===== config.mk =====
export PLATFORM = sky130hd
export DESIGN_NAME = gpio_port
export DESIGN_NICKNAME = d
export VERILOG_FILES = /design/src/rtl/gpio_pkg.sv /design/src/rtl/gpio_sync_edge.sv /design/src/rtl/gpio_port.sv
export SDC_FILE = /design/constraint.sdc
export NUM_CORES = 1
export LEC_CHECK = 0
export BUFFER_PORTS_ARGS = -buffer_cell sky130_fd_sc_hd__buf_4
export CORE_AREA = 2 2 88 90
export DETAILED_ROUTE_END_ITERATION = 8
export DIE_AREA = 0 0 90 92
export HOLD_SLACK_MARGIN = 0.1
export PLACE_DENSITY = 0.7
export SLEW_MARGIN = 0
export SYNTH_ARGS = -nofsm -noshare
export SYNTH_HDL_FRONTEND = slang
export SYNTH_SLANG_ARGS = --single-unit

===== constraint.sdc =====
create_clock -name clk -period 2.5 [get_ports clk]
set_clock_uncertainty 0.05 [all_clocks]
set_input_delay 0.25 -clock clk [delete_from_list [all_inputs] [get_ports clk]]
set_output_delay 0.25 -clock clk [all_outputs]
set_load 0.005 [all_outputs]

===== src/rtl/gpio_pkg.sv =====
// Shared definitions for the GPIO port: register offsets, window size,
// arming FSM states and the bank-count helper.
package gpio_pkg;

  // Size of the bus address window claimed by one GPIO port
  localparam int WINDOW_SIZE = 16;

  // Register offsets from the port base address
  localparam logic [3:0] OFF_DIR0     = 4'h0;
  localparam logic [3:0] OFF_DATA0    = 4'h1;
  localparam logic [3:0] OFF_DIR1     = 4'h2;
  localparam logic [3:0] OFF_DATA1    = 4'h3;
  localparam logic [3:0] OFF_RISE_EN0 = 4'h4;
  localparam logic [3:0] OFF_FALL_EN0 = 4'h5;
  localparam logic [3:0] OFF_RISE_EN1 = 4'h6;
  localparam logic [3:0] OFF_FALL_EN1 = 4'h7;
  localparam logic [3:0] OFF_FLAG0    = 4'h8;
  localparam logic [3:0] OFF_FLAG1    = 4'h9;

  // Edge detection is held off until the synchronisers hold real pin data
  typedef enum logic {
    DISARMED = 1'b0,
    ARMED    = 1'b1
  } arm_state_e;

  // Number of 8-bit register banks needed to cover num_pins pins
  function automatic int bank_count(input int num_pins);
    return (num_pins + 7) / 8;
  endfunction

endpackage


===== src/rtl/gpio_sync_edge.sv =====
// Per-pin input synchroniser with a history flop and qualified edge detect.
// edge_set is combinational and is registered into the flag by the parent.
module gpio_sync_edge #(
  parameter int SYNC_STAGES = 2
) (
  input  logic clk,
  input  logic reset,
  input  logic pin_in,
  input  logic armed,
  input  logic dir,
  input  logic rise_en,
  input  logic fall_en,
  output logic sync_level,
  output logic edge_set
);

  logic [SYNC_STAGES-1:0] sync_q;
  logic                   prev_q;
  logic                   dir_q;

  // Shift the raw pin through the synchroniser, keep one cycle of history
  always_ff @(posedge clk or negedge reset) begin
    if (!reset) begin
      sync_q <= '0;
      prev_q <= 1'b0;
      dir_q  <= 1'b0;
    end else begin
      // NOTE: non-blocking assignments make every flop see pre-edge values, so the chain advances one stage per clock.
      sync_q <= {sync_q[SYNC_STAGES-2:0], pin_in};
      prev_q <= sync_q[SYNC_STAGES-1];
      dir_q  <= dir;
    end
  end

  assign sync_level = sync_q[SYNC_STAGES-1];

  // Only input pins report edges; dir_q blanks the cycle right after a pin
  // turns from output to input so a stale prev value cannot fake an edge.
  assign edge_set = armed & ~dir & ~dir_q &
                    ((rise_en & sync_level & ~prev_q) |
                     (fall_en & ~sync_level & prev_q));

endmodule


===== src/rtl/gpio_port.sv =====
// General-purpose I/O port on the CPU register bus: direction and output
// latch per pin, synchronised inputs, edge-triggered W1C flags and an irq
// pulse when any flag newly sets.
module gpio_port
  import gpio_pkg::*;
#(
  parameter int          NUM_PINS    = 8,
  parameter logic [23:0] BASE_ADDR   = 24'h2060,
  parameter int          SYNC_STAGES = 2
) (
  input  logic                clk,
  input  logic                reset,
  input  logic                bus_write,
  input  logic                bus_read,
  input  logic [23:0]         bus_address_in,
  input  logic [7:0]          bus_data_in,
  output logic [7:0]          bus_data_out,
  output logic                bus_hit,
  input  logic [NUM_PINS-1:0] pin_in,
  output logic [NUM_PINS-1:0] pin_out,
  output logic [NUM_PINS-1:0] pin_oe,
  output logic                irq
);

  localparam int         NUM_BANKS = bank_count(NUM_PINS);
  localparam logic [2:0] ARM_LAST  = 3'(SYNC_STAGES);

  logic [23:0]         rel_addr;
  logic [3:0]          offset;
  logic                wr_en;

  logic [NUM_PINS-1:0] dir_q, data_q, rise_en_q, fall_en_q, flag_q;
  logic [NUM_PINS-1:0] dir_we, data_we, rise_we, fall_we, flag_clr;
  logic [NUM_PINS-1:0] wr_bits;
  logic [NUM_PINS-1:0] sync_level, edge_set, data_rd;
  logic                irq_q;

  arm_state_e          arm_state;
  logic [2:0]          arm_cnt;
  logic                armed;

  logic [15:0]         dir_w, data_w, rise_w, fall_w, flag_w;
  logic [7:0]          rd_data;

  // Window decode: the subtraction wraps, so addresses below the base miss
  assign rel_addr = bus_address_in - BASE_ADDR;
  assign bus_hit  = (rel_addr < 24'(WINDOW_SIZE));
  assign offset   = rel_addr[3:0];
  assign wr_en    = bus_write & bus_hit;

  // Per-pin write enables; pins beyond NUM_PINS simply have no enable
  always_comb begin
    // NOTE: every output of this block is defaulted first so no path can leave a value held, which would infer a latch.
    dir_we   = '0;
    data_we  = '0;
    rise_we  = '0;
    fall_we  = '0;
    flag_clr = '0;
    wr_bits  = '0;
    for (int i = 0; i < NUM_PINS; i++) begin
      wr_bits[i]  = bus_data_in[i % 8];
      dir_we[i]   = wr_en && (offset == ((i < 8) ? OFF_DIR0     : OFF_DIR1));
      data_we[i]  = wr_en && (offset == ((i < 8) ? OFF_DATA0    : OFF_DATA1));
      rise_we[i]  = wr_en && (offset == ((i < 8) ? OFF_RISE_EN0 : OFF_RISE_EN1));
      fall_we[i]  = wr_en && (offset == ((i < 8) ? OFF_FALL_EN0 : OFF_FALL_EN1));
      flag_clr[i] = wr_en && (offset == ((i < 8) ? OFF_FLAG0    : OFF_FLAG1))
                    && bus_data_in[i % 8];
    end
  end

  // Control registers, flags and the irq pulse
  always_ff @(posedge clk or negedge reset) begin
    if (!reset) begin
      dir_q     <= '0;
      data_q    <= '0;
      rise_en_q <= '0;
      fall_en_q <= '0;
      flag_q    <= '0;
      irq_q     <= 1'b0;
    end else begin
      for (int i = 0; i < NUM_PINS; i++) begin
        if (dir_we[i])  dir_q[i]     <= wr_bits[i];
        if (data_we[i]) data_q[i]    <= wr_bits[i];
        if (rise_we[i]) rise_en_q[i] <= wr_bits[i];
        if (fall_we[i]) fall_en_q[i] <= wr_bits[i];
      end
      // A new edge beats a same-cycle W1C of that bit
      flag_q <= (flag_q & ~flag_clr) | edge_set;
      // Pulse only for bits that were clear before this edge
      irq_q  <= |(edge_set & ~flag_q);
    end
  end

  // Arming FSM: hold edge detection off for SYNC_STAGES+1 cycles after reset
  always_ff @(posedge clk or negedge reset) begin
    if (!reset) begin
      arm_state <= DISARMED;
      arm_cnt   <= '0;
    end else begin
      case (arm_state)
        DISARMED: begin
          if (arm_cnt == ARM_LAST) arm_state <= ARMED;
          else                     arm_cnt   <= arm_cnt + 3'd1;
        end
        ARMED:    arm_state <= ARMED;
        default:  arm_state <= DISARMED;
      endcase
    end
  end

  assign armed = (arm_state == ARMED);

  for (genvar g = 0; g < NUM_PINS; g++) begin : g_pin
    gpio_sync_edge #(
      .SYNC_STAGES(SYNC_STAGES)
    ) u_sync_edge (
      .clk       (clk),
      .reset     (reset),
      .pin_in    (pin_in[g]),
      .armed     (armed),
      .dir       (dir_q[g]),
      .rise_en   (rise_en_q[g]),
      .fall_en   (fall_en_q[g]),
      .sync_level(sync_level[g]),
      .edge_set  (edge_set[g])
    );
  end

  // Output pins read back their latch, input pins their synchronised level
  assign data_rd = (dir_q & data_q) | (~dir_q & sync_level);

  assign dir_w  = 16'(dir_q);
  assign data_w = 16'(data_rd);
  assign rise_w = 16'(rise_en_q);
  assign fall_w = 16'(fall_en_q);
  assign flag_w = 16'(flag_q);

  // Read mux: zero unless strobed and the offset is implemented
  always_comb begin
    rd_data = 8'h00;
    if (bus_read && bus_hit) begin
      case (offset)
        OFF_DIR0:     rd_data = dir_w[7:0];
        OFF_DATA0:    rd_data = data_w[7:0];
        OFF_RISE_EN0: rd_data = rise_w[7:0];
        OFF_FALL_EN0: rd_data = fall_w[7:0];
        OFF_FLAG0:    rd_data = flag_w[7:0];
        OFF_DIR1:     rd_data = (NUM_BANKS > 1) ? dir_w[15:8]  : 8'h00;
        OFF_DATA1:    rd_data = (NUM_BANKS > 1) ? data_w[15:8] : 8'h00;
        OFF_RISE_EN1: rd_data = (NUM_BANKS > 1) ? rise_w[15:8] : 8'h00;
        OFF_FALL_EN1: rd_data = (NUM_BANKS > 1) ? fall_w[15:8] : 8'h00;
        OFF_FLAG1:    rd_data = (NUM_BANKS > 1) ? flag_w[15:8] : 8'h00;
        default:      rd_data = 8'h00;
      endcase
    end
  end

  assign bus_data_out = rd_data;
  assign pin_out      = data_q;
  assign pin_oe       = dir_q;
  assign irq          = irq_q;

endmodule


==> metrics.txt <==
outcome finished clean; Initial Utilization ~47%; CTS buffer count 9; Final #Nets 452; port bufs 69; maximum VDD drop 409.1 µV; vias 2835; path depth of the worst reg2reg path 3; clock root buffer clkbuf_8; critical-path maximum fanout 8; Peak Freq 418.2 MHz; placed cell count 486; Sequential Area roughly 1900 µm²; critical path required time 2.20 ns; Yosys cell types 42; Net Sw Frac 21.34%; DRT Pass-1 Iters 4; Routed wire per std cell 17.01 µm; worst reg2reg startpoint arm_state; final antenna-violating net count 0; P_leak 0.002124 µW; vias in the first global route 2760; diodes inserted 0; Slew HR 59.59%; first-pass GRT wire length 14.22 mm; largest net degree at the start of global routing 48; Critical path destination bus_data_out[5]; Clk Latency, worst-skew pair 0.35 ns; Crit. Startpoint bus_address_in[5]; Final Hold Vio Count 0; total gr overflow 0; Cells after Synth between 300 and 400; initial antenna violation count 0; max-cap check violation count 0; Min-Delay Path Class in2reg; post-route worst setup slack roughly 0.11 ns; DRT Wirelength ~8.7 mm; H-tree Lvls 3; Fillers around 630; Setup WS pre-CTS -0.2597 ns; Core Area about 7400 µm²; Ports 70; end of the worst register-to-register path irq; share of layout cells above drive strength 1 between 30% and 40%; Final Critical Period ~2.4 ns; R2R setup slack 1.00 ns; crit end category output pin; Pwr Density around 560 nW/µm²; num rows 32; Layout area overhead 32.21%; chip height 92 µm; syn nets 351; clock power share 43.6%; Mapped Area 3496 µm²; most frequent cells in the layout buf_4, dfrtp_1, mux2_2; Multi-input gate area roughly 1500 µm²; Tcrit/Tclk final ~96%; HPWL after detailed placement 6.152 mm; CP startpoint kind input pin; NetSw 555.0 µW; critical path class in2out; Worst Tran Pin Value 0.6062 ns; Tot GR Track Use 21.97%; Slew Viols, Final 0; drt drc 0; TritonCTS clock tree done; Clock Tree Buf Depth 2; post-synthesis sequential element count 77; Vias/cell 5.537; crit path DAT between 2 and 2.5 ns; sequential element share of the synthesized area 55.12%; initial DRC count approximately 200; die area 8280 µm²; Die X ~90 µm; Avg Cell Area, Syn 11.50 µm²; commonest non-fill, non-tap cell in the layout buf_4; Clock Sinks a little under 80; gpl congestion 0.8191; Warnings, synthesis 0; clk slew on worst S/H paths 0.08 ns; RSZ-0062 raised after global routing no; final setup fails 0; Reg power frac 49.1%; Int Pwr 2045 µW; fin cells 512; Comb power frac 7.3%
per-layer routing:
layer,GRT usage [%],share of wire [%]
met3,5.588,7.0
met1,29.67,43
met4,8.462,1.6
met2,34.34,49
met5,0,0
cells by family after synthesis:
kind of cell	after synthesis	synth area share [%]
AO/OA/AOI/OAI	69	13.89
XOR/XNOR	2	0.5012
adder cells (fa/ha/maj)	3	1.074
buffers and inverters	25	3.544
flip-flops	77	55.12
multiplexers	33	10.63
AND/OR/NAND/NOR	95	15.25
Yosys cell counts (all sizes together):
cell     number  area [µm²]
dfrtp        77        1927
mux2         33       371.6
nand2        28       105.1
nor2         19       71.32
o22ai        12       75.07
a21oi        10       50.05
buf          10       67.57
o21ai        10       50.05
nand3b        9       67.56
a21o          8       60.06
a221oi        8       70.07
a22oi         8       60.06
inv           8       30.03
nand3         8       40.04
nand4         8       50.05
clkbuf        7       26.28
nor3          6       35.03
a31oi         3       18.77
ha            3       37.54
nor2b         3       18.77
nor3b         3       32.53
a211oi        2       20.02
nand2b        2       12.51
nor4          2       42.54
nor4bb        2       20.02
o2111ai       2       23.77
o211ai        2       20.02
or2           2       12.51
xnor2         2       17.52
a211o         1       8.760
nand4b        1       8.760
nor4b         1       8.760
o211a         1       10.01
o21ba         1       10.01
o41ai         1       8.760
or4           1       7.510
per-stage QoR:
stage / utilization (%) / hold slack, ns / total power (µW) / area [µm²] / TNS, ns
6_report: 62.06 / 0.1221 / 2600 / 4622 / 0
3_3_place_gp: 57.39 / 0.2400 / 1476 / 4274 / -6.781
2_1_floorplan: - / -0.09559 / 1353 / 3508 / 0
5_1_grt: 62.06 / 0.1159 / 2692 / 4622 / 0
4_1_cts: 61.96 / 0.1135 / 2616 / 4614 / 0
3_5_place_dp: 57.39 / 0.2470 / 1480 / 4274 / -8.072
state kept, by name, summed over array words and instances, names as in the netlist:
signal                    flops
arm_cnt                       3
arm_state                     1
fall_en_q                     8
flag_q                        8
g_pin.u_sync_edge.dir_q       8
g_pin.u_sync_edge.prev_q      8
g_pin.u_sync_edge.sync_q     16
irq                           1
pin_oe                        8
pin_out                       8
rise_en_q                     8
area by class of cell:
class                           instances  share of cell area, %
Timing Repair Buffer                  107                  17.87
Sequential cell                        77                  41.69
Clock inverter                          4                  2.057
Multi-Input combinational cell        202                  31.84
Clock buffer                           12                  3.140
Tap cell                              102                  2.761
Inverter                                8                 0.6497
worst max-delay path: stages:
cell	delay, ns
buf_4	0.11
ha_1	0.27
nor4b_1	0.28
nand4b_1	0.17
a211oi_2	0.24
o2111ai_4	0.15
or2_4	0.34
a21oi_1	0.14
buf_4	0.12
power by group through the flow:
stage	combinational [µW]	sequential (µW)	clock, µW
after floorplan	55.2	1300	0
after global placement	176	1300	0
after detailed placement	179	1300	0
after CTS	191	1280	1150
after global routing	209	1280	1210
final	190	1280	1140
what timing repair did:
item	4_1_cts	5_1_grt
setup endpoints to repair	8	12
setup buffers	1	0
endpoints found under the hold margin	53	0
hold buffers	9	0
gates resized for setup	1	2
pin swaps	1	1
worst min-delay path by stage:
stage	startpoint	to	slack [ns]	cells after the start
floorplan	reset	arm_cnt[0]	-0.1	0
global placement	reset	g_pin[1].u_sync_edge.prev_q	0.24	1
detailed placement	reset	pin_oe[1]	0.25	1
CTS	bus_data_in[3]	pin_oe[3]	0.11	2
global route	bus_data_in[7]	pin_oe[7]	0.12	2
finish	bus_data_in[7]	pin_oe[7]	0.12	2
Note: power is estimated with default switching activity, not from simulation.
